==> src/rtl/anim_sprite_engine.sv <==
// anim_sprite_engine: scaled, mirrorable, animated sprite renderer with a 3-stage pixel pipeline
module anim_sprite_engine #(
    parameter int SPR_W = 92,
    parameter int SPR_H = 90,
    parameter int SCALE_SH = 1,
    parameter int FRAMES = 4,
    parameter int HOLD = 6,
    parameter int ADDR_W = 16,
    parameter logic [3:0] KEY_R = 4'hF,
    parameter logic [3:0] KEY_G = 4'h0,
    parameter logic [3:0] KEY_B = 4'hF,
    localparam int FW = (FRAMES > 1) ? $clog2(FRAMES) : 1,
    localparam int HW = (HOLD > 1) ? $clog2(HOLD) : 1
) (
    input  logic              vga_clk,
    input  logic              Reset,
    input  logic [9:0]        DrawX,
    input  logic [9:0]        DrawY,
    input  logic              blank,
    input  logic              frame_start,
    input  logic [9:0]        SprX,
    input  logic [9:0]        SprY,
    input  logic              flip,
    input  logic              start,
    input  logic              loop,
    output logic [ADDR_W-1:0] rom_addr,
    input  logic [3:0]        rom_q,
    input  logic [3:0]        pal_r,
    input  logic [3:0]        pal_g,
    input  logic [3:0]        pal_b,
    output logic [3:0]        red,
    output logic [3:0]        green,
    output logic [3:0]        blue,
    output logic              sprite_on,
    output logic [FW-1:0]     frame_idx,
    output logic              anim_done
);
    typedef enum logic [1:0] {IDLE, PLAY, DONE} state_t;
    localparam int FRAME_SZ = SPR_W * SPR_H;
    state_t state_q;
    logic [FW-1:0] frame_idx_q;
    logic [HW-1:0] hc_q;
    logic done_q;
    logic [9:0] xl_q, yl_q;
    logic fl_q;
    logic [10:0] dx, dy;
    logic [9:0] u0, u, v;
    logic hit_d, opaque_d;
    logic [ADDR_W-1:0] addr_d, addr_q;
    logic hit_q, blank_q, hit_q2, blank_q2;
    logic [3:0] red_q, green_q, blue_q;
    logic on_q;
    logic unused_rom_q;
    // Colour comes from the combinational palette, so the raw index is not needed here
    assign unused_rom_q = ^rom_q;
    always_ff @(posedge vga_clk) begin
        if (Reset) begin
            state_q <= IDLE;
            frame_idx_q <= '0;
            hc_q <= '0;
            done_q <= 1'b0;
        end else begin
            done_q <= 1'b0;
            if (start) begin
                state_q <= PLAY;
                frame_idx_q <= '0;
                hc_q <= '0;
            end else if (state_q == PLAY && frame_start) begin
                if (hc_q < HW'(HOLD - 1)) begin
                    hc_q <= hc_q + 1'b1;
                end else begin
                    hc_q <= '0;
                    if (frame_idx_q < FW'(FRAMES - 1)) begin
                        frame_idx_q <= frame_idx_q + 1'b1;
                    end else if (loop) begin
                        frame_idx_q <= '0;
                    end else begin
                        state_q <= DONE;
                        done_q <= 1'b1;
                    end
                end
            end
        end
    end
    always_ff @(posedge vga_clk) begin
        if (Reset) begin
            xl_q <= '0;
            yl_q <= '0;
            fl_q <= 1'b0;
        end else if (frame_start) begin
            xl_q <= SprX;
            yl_q <= SprY;
            fl_q <= flip;
        end
    end
    always_comb begin
        dx = {1'b0, DrawX} - {1'b0, xl_q};
        dy = {1'b0, DrawY} - {1'b0, yl_q};
        hit_d = !dx[10] && dx < 11'(SPR_W << SCALE_SH) && !dy[10] && dy < 11'(SPR_H << SCALE_SH);
        u0 = dx[9:0] >> SCALE_SH;
        u = fl_q ? 10'(SPR_W - 1) - u0 : u0;
        v = dy[9:0] >> SCALE_SH;
        addr_d = hit_d ? ADDR_W'(32'(frame_idx_q) * FRAME_SZ + 32'(v) * SPR_W + 32'(u)) : '0;
        opaque_d = hit_q2 && blank_q2 && {pal_r, pal_g, pal_b} != {KEY_R, KEY_G, KEY_B};
    end
    always_ff @(posedge vga_clk) begin
        if (Reset) begin
            addr_q <= '0;
            hit_q <= 1'b0;
            blank_q <= 1'b0;
            hit_q2 <= 1'b0;
            blank_q2 <= 1'b0;
            red_q <= '0;
            green_q <= '0;
            blue_q <= '0;
            on_q <= 1'b0;
        end else begin
            addr_q <= addr_d;
            hit_q <= hit_d;
            blank_q <= blank;
            hit_q2 <= hit_q;
            blank_q2 <= blank_q;
            red_q <= opaque_d ? pal_r : 4'h0;
            green_q <= opaque_d ? pal_g : 4'h0;
            blue_q <= opaque_d ? pal_b : 4'h0;
            on_q <= opaque_d;
        end
    end
    assign rom_addr = addr_q;
    assign red = red_q;
    assign green = green_q;
    assign blue = blue_q;
    assign sprite_on = on_q;
    assign frame_idx = frame_idx_q;
    assign anim_done = done_q;
endmodule

==> config.mk <==
export PLATFORM = sky130hd
export DESIGN_NAME = anim_sprite_engine
export DESIGN_NICKNAME = d
export VERILOG_FILES = /design/src/rtl/anim_sprite_engine.sv
export SDC_FILE = /design/constraint.sdc
export NUM_CORES = 1
export LEC_CHECK = 0
export BUFFER_PORTS_ARGS = -buffer_cell sky130_fd_sc_hd__buf_2
export CAP_MARGIN = 20
export CORE_ASPECT_RATIO = 0.7
export CORE_UTILIZATION = 56
export CTS_CLUSTER_DIAMETER = 60
export DETAILED_ROUTE_END_ITERATION = 6
export HOLD_SLACK_MARGIN = 0.03
export PLACE_DENSITY = 0.81
export SLEW_MARGIN = 15
export SYNTH_ARGS = -nofsm -noshare
export SYNTH_HDL_FRONTEND = slang
export SYNTH_SLANG_ARGS = --single-unit
==> constraint.sdc <==
create_clock -name vga_clk -period 6.3 [get_ports vga_clk]
set_input_delay 0.315 -clock vga_clk [delete_from_list [all_inputs] [get_ports vga_clk]]
set_output_delay 0.315 -clock vga_clk [all_outputs]
set_load 0.05 [all_outputs]
==> metrics, run 1 <==
count of different cell masters after synthesis 50; core area around 8000 um2; Final Net Count 760; CTS buffer count 9; port buffer count 90; fillers around 630; gpl congestion 0.7905; clk root buf clkbuf_16; Total Die Area 8702 um2; global route overflow 0; setup TNS 0 ns; top_reg_cell synth dfxtp_1; Async S/R FF share, synth 0%; Initial DRT Pass Iterations 6; CTS max path bufs 2; GRT Overall Usage between 20% and 30%; first-pass GRT wire length 16.22 mm; failing checks design-rule violations; Pleak 2.731 nW; Initial Util 58.49%; Worst Hold Path EP green[1]$_SDFF_PP0_; worst hold start pal_g[1]; data arrival time of the worst path ~6.1 ns; storage element area between 1000 and 1500 um2; Syn Area/Cell 8.968 um2; R2R Setup Slk 0.40 ns; Syn Inst Count 520; largest net degree at the start of global routing 32; total number of vias 3680; Required @ worst endpoint 6.48 ns; Num Clock Sinks 62; Hold Path Class primary input to flop; Fin. Hold Viols 0; # H-tree levels 3; vias in the first global route 3576; Post-synth EDFFs 0; fin area 5495 um2; antenna violations before repair 0; worst skew pair latency 0.33 ns; # setup viols final 0; hold path cells 2; Avg WL per Cell ~13 um; RSZ-0062 raised after global routing false; # DRC 2; Max Slew Vio Count 0; top achievable clock speed approximately 170 MHz; reg2reg end rom_addr[15]$_SDFF_PP0_; Syn. warnings 0; initial DRC count ~130; crit path capture type flop; Worst slew margin 31.13%; critical path fanouts, max 6; I/O pins 95; maximum vdd drop 407.1 uV; Worst Hold Slack around 0.2 ns; FF-to-FF path depth 23; Cell Rows 27; outcome complete, but fails checks; Tmin final 5.896 ns; final WL ~9.6 mm; flops & latches, synth 62; register area share after synthesis between 20% and 30%; Routed Antenna Nets 0; CTS tree done; Layout Skew 0.006756 ns; Avg Vias per Cell 5.125; share of cells above drive strength 1 approximately a fifth; type of origin of the critical path flop; synth-to-layout area growth 17.84%; worst r2r src yl_q[1]$_SDFFE_PP0P_; Final Cycle Share 93.60%; pwr dens 610.5 nW/um2; max-cap viol count 0; Multi-input gate area 3054 um2; die width 111.1 um; dpl hpwl 7.647 mm; synthesized area 4663 um2; Ant. Diodes 0; Worst-path clk slew 0.05 ns; Setup CP Type flop to flop; Die Height 78.35 um; Syn Nets around 670; Worst-Margin Slew approximately 1.0 ns; Area after DPL 5186 um2
[layout by cell type (no fill, tap or decap), types with 6 or more instances in the layout]
master     instances
nand3_1            8
a21oi_1           24
nor2_4             6
and2_1            12
xor2_1            10
nor2_1            46
xnor2_1           30
ha_1              64
nor2b_1           10
clkbuf_16          9
fa_1              21
inv_1             86
nor3_1            12
o21a_1             6
dfxtp_1           62
mux2i_1           22
buf_2             90
o21ai_0           12
a21o_1             7
nand2_1           16
[area by class of cell]
type                    count  share of cell area, %
repair buffers             92                  8.470
multi-input cells         361                  55.58
clock inverters             6                 0.8424
well taps                 101                  2.300
flip-flops and latches     62                  22.59
inverters                  86                  5.874
clock buffers              10                  4.349
[state kept, by name, indices dropped and copies added, names as in the netlist, 2 cells and up]
register   cells
blue           4
frame_idx      2
green          4
hc_q           3
red            4
rom_addr      16
state_q        2
xl_q          10
yl_q          10
[metal layers]
layer / global-route usage, % / share of wire, %
met2: 39.06 / 46
met1: 30.34 / 47
met3: 4.865 / 5.2
met4: 9.324 / 1.4
met5: 0 / 0
[metrics by stage]
stage / power (mW) / cells / util, % / setup WS, ns
after CTS: 3.329 / 717 / 68.63 / 0.2515
after global routing: 3.681 / 718 / 68.93 / 0.01167
after global placement: 2.729 / 701 / 65.05 / 0.2994
after floorplan: 2.407 / 520 / - / 0.7932
final: 3.355 / 718 / 68.93 / 0.4035
after detailed placement: 2.820 / 701 / 65.05 / 0.1733
[how the worst max path moves through the flow]
stage                              endpoint  cells after the start                 start  slack (ns)
CTS                 rom_addr[15]$_SDFF_PP0_                     24  yl_q[2]$_SDFFE_PP0P_        0.25
detailed placement  rom_addr[15]$_SDFF_PP0_                     26              DrawY[0]        0.17
finish              rom_addr[15]$_SDFF_PP0_                     23  yl_q[1]$_SDFFE_PP0P_        0.40
global placement    rom_addr[15]$_SDFF_PP0_                     26              DrawY[0]        0.30
floorplan           rom_addr[15]$_SDFF_PP0_                     24  yl_q[2]$_SDFFE_PP0P_        0.79
global route        rom_addr[15]$_SDFF_PP0_                     26  yl_q[0]$_SDFFE_PP0P_        0.01
[logic make-up (layout without fill, tap and decap cells)]
family	Yosys count	count (layout)	share of synthesized area, %
AO/OA/AOI/OAI	80	80	11.40
adder cells (fa/ha/maj)	85	85	26.19
multiplexers	22	22	4.722
AND/OR/NAND/NOR	134	134	15.32
flip-flops	62	62	26.62
buffers and inverters	97	194	8.237
XOR/XNOR	40	40	7.513
[report_power, final]
part / total [mW] / leakage (nW) / internal (mW) / switching, mW
registers: 0.411 / 0.504 / 0.405 / 0.00663
logic: 2.48 / 2.09 / 1.07 / 1.41
clock network: 0.461 / 0.135 / 0.278 / 0.183
total: 3.35 / 2.73 / 1.76 / 1.60
[timing repair]
action	CTS	global route
resized for setup	0	4
hold buffers	0	0
setup endpoints to repair	0	2
setup buffers	0	1
[synthesized netlist by cell type (2+ instances only)]
library cell | count | area [um2]
nor2_4 | 6 | 67.56
and3_1 | 4 | 25.02
o41ai_1 | 2 | 17.52
xnor2_1 | 30 | 262.8
nor2_1 | 46 | 172.7
a2111o_1 | 2 | 22.52
clkbuf_1 | 5 | 18.77
o21ai_1 | 2 | 10.01
fa_1 | 21 | 420.4
ha_1 | 64 | 800.8
a211oi_1 | 2 | 15.01
or3_1 | 2 | 12.51
inv_1 | 86 | 322.8
o31a_1 | 3 | 26.28
o21ai_0 | 14 | 70.07
o21a_1 | 6 | 45.04
nor2_2 | 3 | 18.77
nor2b_1 | 10 | 62.56
nand3_1 | 8 | 40.04
and2_1 | 12 | 75.07
buf_1 | 4 | 15.01
dfxtp_1 | 62 | 1241
a21o_1 | 7 | 52.55
nand4b_1 | 2 | 17.52
xor2_1 | 10 | 87.58
nor3_1 | 13 | 65.06
mux2i_1 | 22 | 220.2
o21bai_1 | 4 | 30.03
o211ai_1 | 2 | 15.01
nand2b_1 | 4 | 25.02
a31oi_1 | 2 | 12.51
and4b_1 | 2 | 20.02
or2_2 | 2 | 12.51
a21oi_1 | 25 | 125.1
nand2_1 | 16 | 60.06
[worst max-delay path, stage by stage (launching register included)]
cell and delay [ns]:
dfxtp_1 0.37, inv_1 0.07, ha_1 0.30, a2111o_1 0.42
a31oi_1 0.21, xnor2_1 0.24, ha_1 0.31, inv_1 0.08
fa_1 0.44, fa_1 0.52, inv_1 0.05, ha_1 0.37
xnor2_1 0.17, fa_1 0.48, inv_1 0.04, ha_1 0.32
or2_2 0.30, o311a_1 0.16, o21ai_1 0.16, a21oi_1 0.12
a41oi_1 0.27, xnor2_1 0.16, xnor2_1 0.13, nor2_1 0.05
No activity file was read; power rests on OpenSTA's default activity.
==> run 2, diff against run 1 <==
--- a/config.mk
+++ b/config.mk
@@ -5,14 +5,15 @@
 export SDC_FILE = /design/constraint.sdc
 export NUM_CORES = 1
 export LEC_CHECK = 0
+export ABC_AREA = 1
 export BUFFER_PORTS_ARGS = -buffer_cell sky130_fd_sc_hd__buf_2
 export CAP_MARGIN = 20
 export CORE_ASPECT_RATIO = 0.7
-export CORE_UTILIZATION = 56
+export CORE_UTILIZATION = 57
 export CTS_CLUSTER_DIAMETER = 60
 export DETAILED_ROUTE_END_ITERATION = 6
 export HOLD_SLACK_MARGIN = 0.03
-export PLACE_DENSITY = 0.81
+export PLACE_DENSITY = 0.82
 export SLEW_MARGIN = 15
 export SYNTH_ARGS = -nofsm -noshare
 export SYNTH_HDL_FRONTEND = slang
==> run 2 against run 1 <==
Compared with the run above: the run now ends clean; synthesized cell count up 36%; flip-flop and latch count did not move; clock skew increased by 0.0048 ns; critical path type unchanged; largest cell class unchanged.
==> metrics, run 2 <==
Required @ worst endpoint 6.51 ns (+0.03 ns); Worst slew margin 59.63% (+29 points); Setup CP Type flop to flop; post-synth top area share 24.45% (-2.2 points); Yosys top cell by area dfxtp_1; most common cell after layout, fill and taps aside inv_1; synthesized area 5076 um2 (+8.9%); worst stage delay on the critical path 0.52 ns (about the same); Worst-path clk slew 0.05 ns (about the same); Post-synth EDFFs 0 (unchanged); synth-to-layout area growth 16.54%; CP dominant cell by count inv_1; CTS max path bufs 2 (unchanged); RSZ-0062 raised after global routing false; final WL 10.92 mm (+13%); port buffer count 90 (unchanged); delay-heaviest family, CP adder cells; GRT Overall Usage 25.17% (+1.6 points); I/O pins 95 (unchanged); # setup viols final 0 (unchanged); Final Net Count 946 (+24%); Async S/R FF share, synth 0% (unchanged); worst hold start blank; Routed Antenna Nets 0 (unchanged); Num Clock Sinks 62 (unchanged); first-pass GRT wire length 18.35 mm (+13%); slowest stage cell, crit path fa_1; outcome finished, final reports clean; vias in the first global route 4197 (+17%); crit path capture type flop; Tmin final 5.532 ns (-0.3643 ns); flops & latches, synth 62 (unchanged); Fin. Hold Viols 0 (unchanged); Layout Skew 0.01153 ns (+0.004775 ns); WP depth 26 (+13%); Cell Rows 28 (+3.7%); Post-CTS Setup Inserts 0 (unchanged); gpl congestion 0.8771 (+11%); Avg Vias per Cell 4.997 (-2.5%); largest net degree at the start of global routing 41 (+28%); Worst-Margin Slew 0.6049 ns (-0.4282 ns); Final Cycle Share 87.81% (-5.8 points); CTS tree done; count of different cell masters after synthesis 34 (-32%); clk root buf clkbuf_16; Syn Inst Count 705 (+36%); Hold Path Class primary input to flop; Die Height 80.96 um (+3.3%); top_reg_cell synth dfxtp_1; global route overflow 0 (unchanged); CTS buffer count 9 (unchanged); most frequent cells in the layout 161 x inv_1, 139 x nand2_1, 90 x buf_2; # H-tree levels 3 (unchanged); die width 114.8 um (+3.3%); antenna violations before repair 0 (unchanged); register area share after synthesis 24.45% (-2.2 points); FF-to-FF path depth 26 (+13%); critical path fanouts, max 5 (-1); Syn Nets 853 (+28%); Area contributors post-synth dfxtp_1 24%, ha_1 16%, inv_1 12%; Synth top cells by count 161 x inv_1, 139 x nand2_1, 64 x ha_1; type of origin of the critical path flop; Syn Area/Cell 7.200 um2 (-20%); Avg WL per Cell 11.86 um (-12%); core area 8548 um2 (+7.2%); data arrival time of the worst path 5.74 ns (-0.33 ns); max reg flops 16 (unchanged); worst r2r src yl_q[0]$_SDFFE_PP0P_; top achievable clock speed 180.8 MHz (+6.6%); Ant. Diodes 0 (unchanged); post-cts sizing count 0 (unchanged); initial DRC count 193 (+45%); worst skew pair latency 0.33 ns (about the same); critical path startpoint yl_q[0]$_SDFFE_PP0P_; CP bufs+invs 5 (+1); share of cells above drive strength 1 16.73% (-3.7 points); Max Slew Vio Count 0 (unchanged); total number of vias 4602 (+25%); max-cap viol count 0 (unchanged); # DRC 0 (-2); Total Die Area 9293 um2 (+6.8%); Initial DRT Pass Iterations 5 (-1); Syn. warnings 0 (unchanged); dpl hpwl 8.900 mm (+16%); Initial Util 59.38% (+0.89 points); top-count cell post-synth inv_1; hold path cells 3 (+1); setup TNS 0 ns (unchanged); CTS Hold Bufs 0 (unchanged)
==> run 2: final timing paths <==
kind / endpoint / slack (ns)
max: rom_addr[13]$_SDFF_PP0_ / 0.77
min: blank_q$_SDFF_PP0_ / 0.19
max reg2reg: rom_addr[13]$_SDFF_PP0_ / 0.77
min reg2reg: blank_q2$_SDFF_PP0_ / 0.40
==> run 2: cells by family (layout without fill, tap and decap cells) <==
group	after synthesis	after routing	synth area share, %
flops	62	62	24.45
xor+xnor	29	29	5.152
simple gates	269	269	23.81
buf+inv	170	266	12.79
compound gates	90	90	9.736
fa+ha+maj	85	85	24.06
==> run 2: per-layer routing <==
layer | part of all wire, % | GRT usage (%)
met4 | 1.5 | 7.792
met1 | 45 | 31.21
met5 | 0 | 0
met3 | 6.4 | 5.746
met2 | 47 | 43.88
==> run 2: through the flow <==
stage	setup WS, ns	hold WS [ns]	cells	util (%)	instance area (um2)
floorplan	1.265	0.3862	705	-	5076
global placement	0.8901	0.3898	906	65.88	5632
detailed placement	0.7315	0.3995	906	65.88	5632
CTS	0.7763	0.1835	920	68.88	5888
global route	0.3432	0.1941	921	69.20	5916
finish	0.7678	0.1873	921	69.20	5916
==> run 2: worst min-delay path, stage by stage <==
cell and delay, ns:
buf_2 0.07, inv_1 0.03, nor2_1 0.06
==> run 2: area by class of cell <==
type	instances	area (um2)
multi-input cells	473	3186
fillers	740	2633
flip-flops and latches	62	1241
inverters	161	604.3
repair buffers	91	478.0
clock buffers	12	246.5
well taps	120	150.1
clock inverters	2	10.01
Power of run 2 is not shown: default switching activity piles up to over one toggle a cycle in this logic, so the estimate is an artifact.
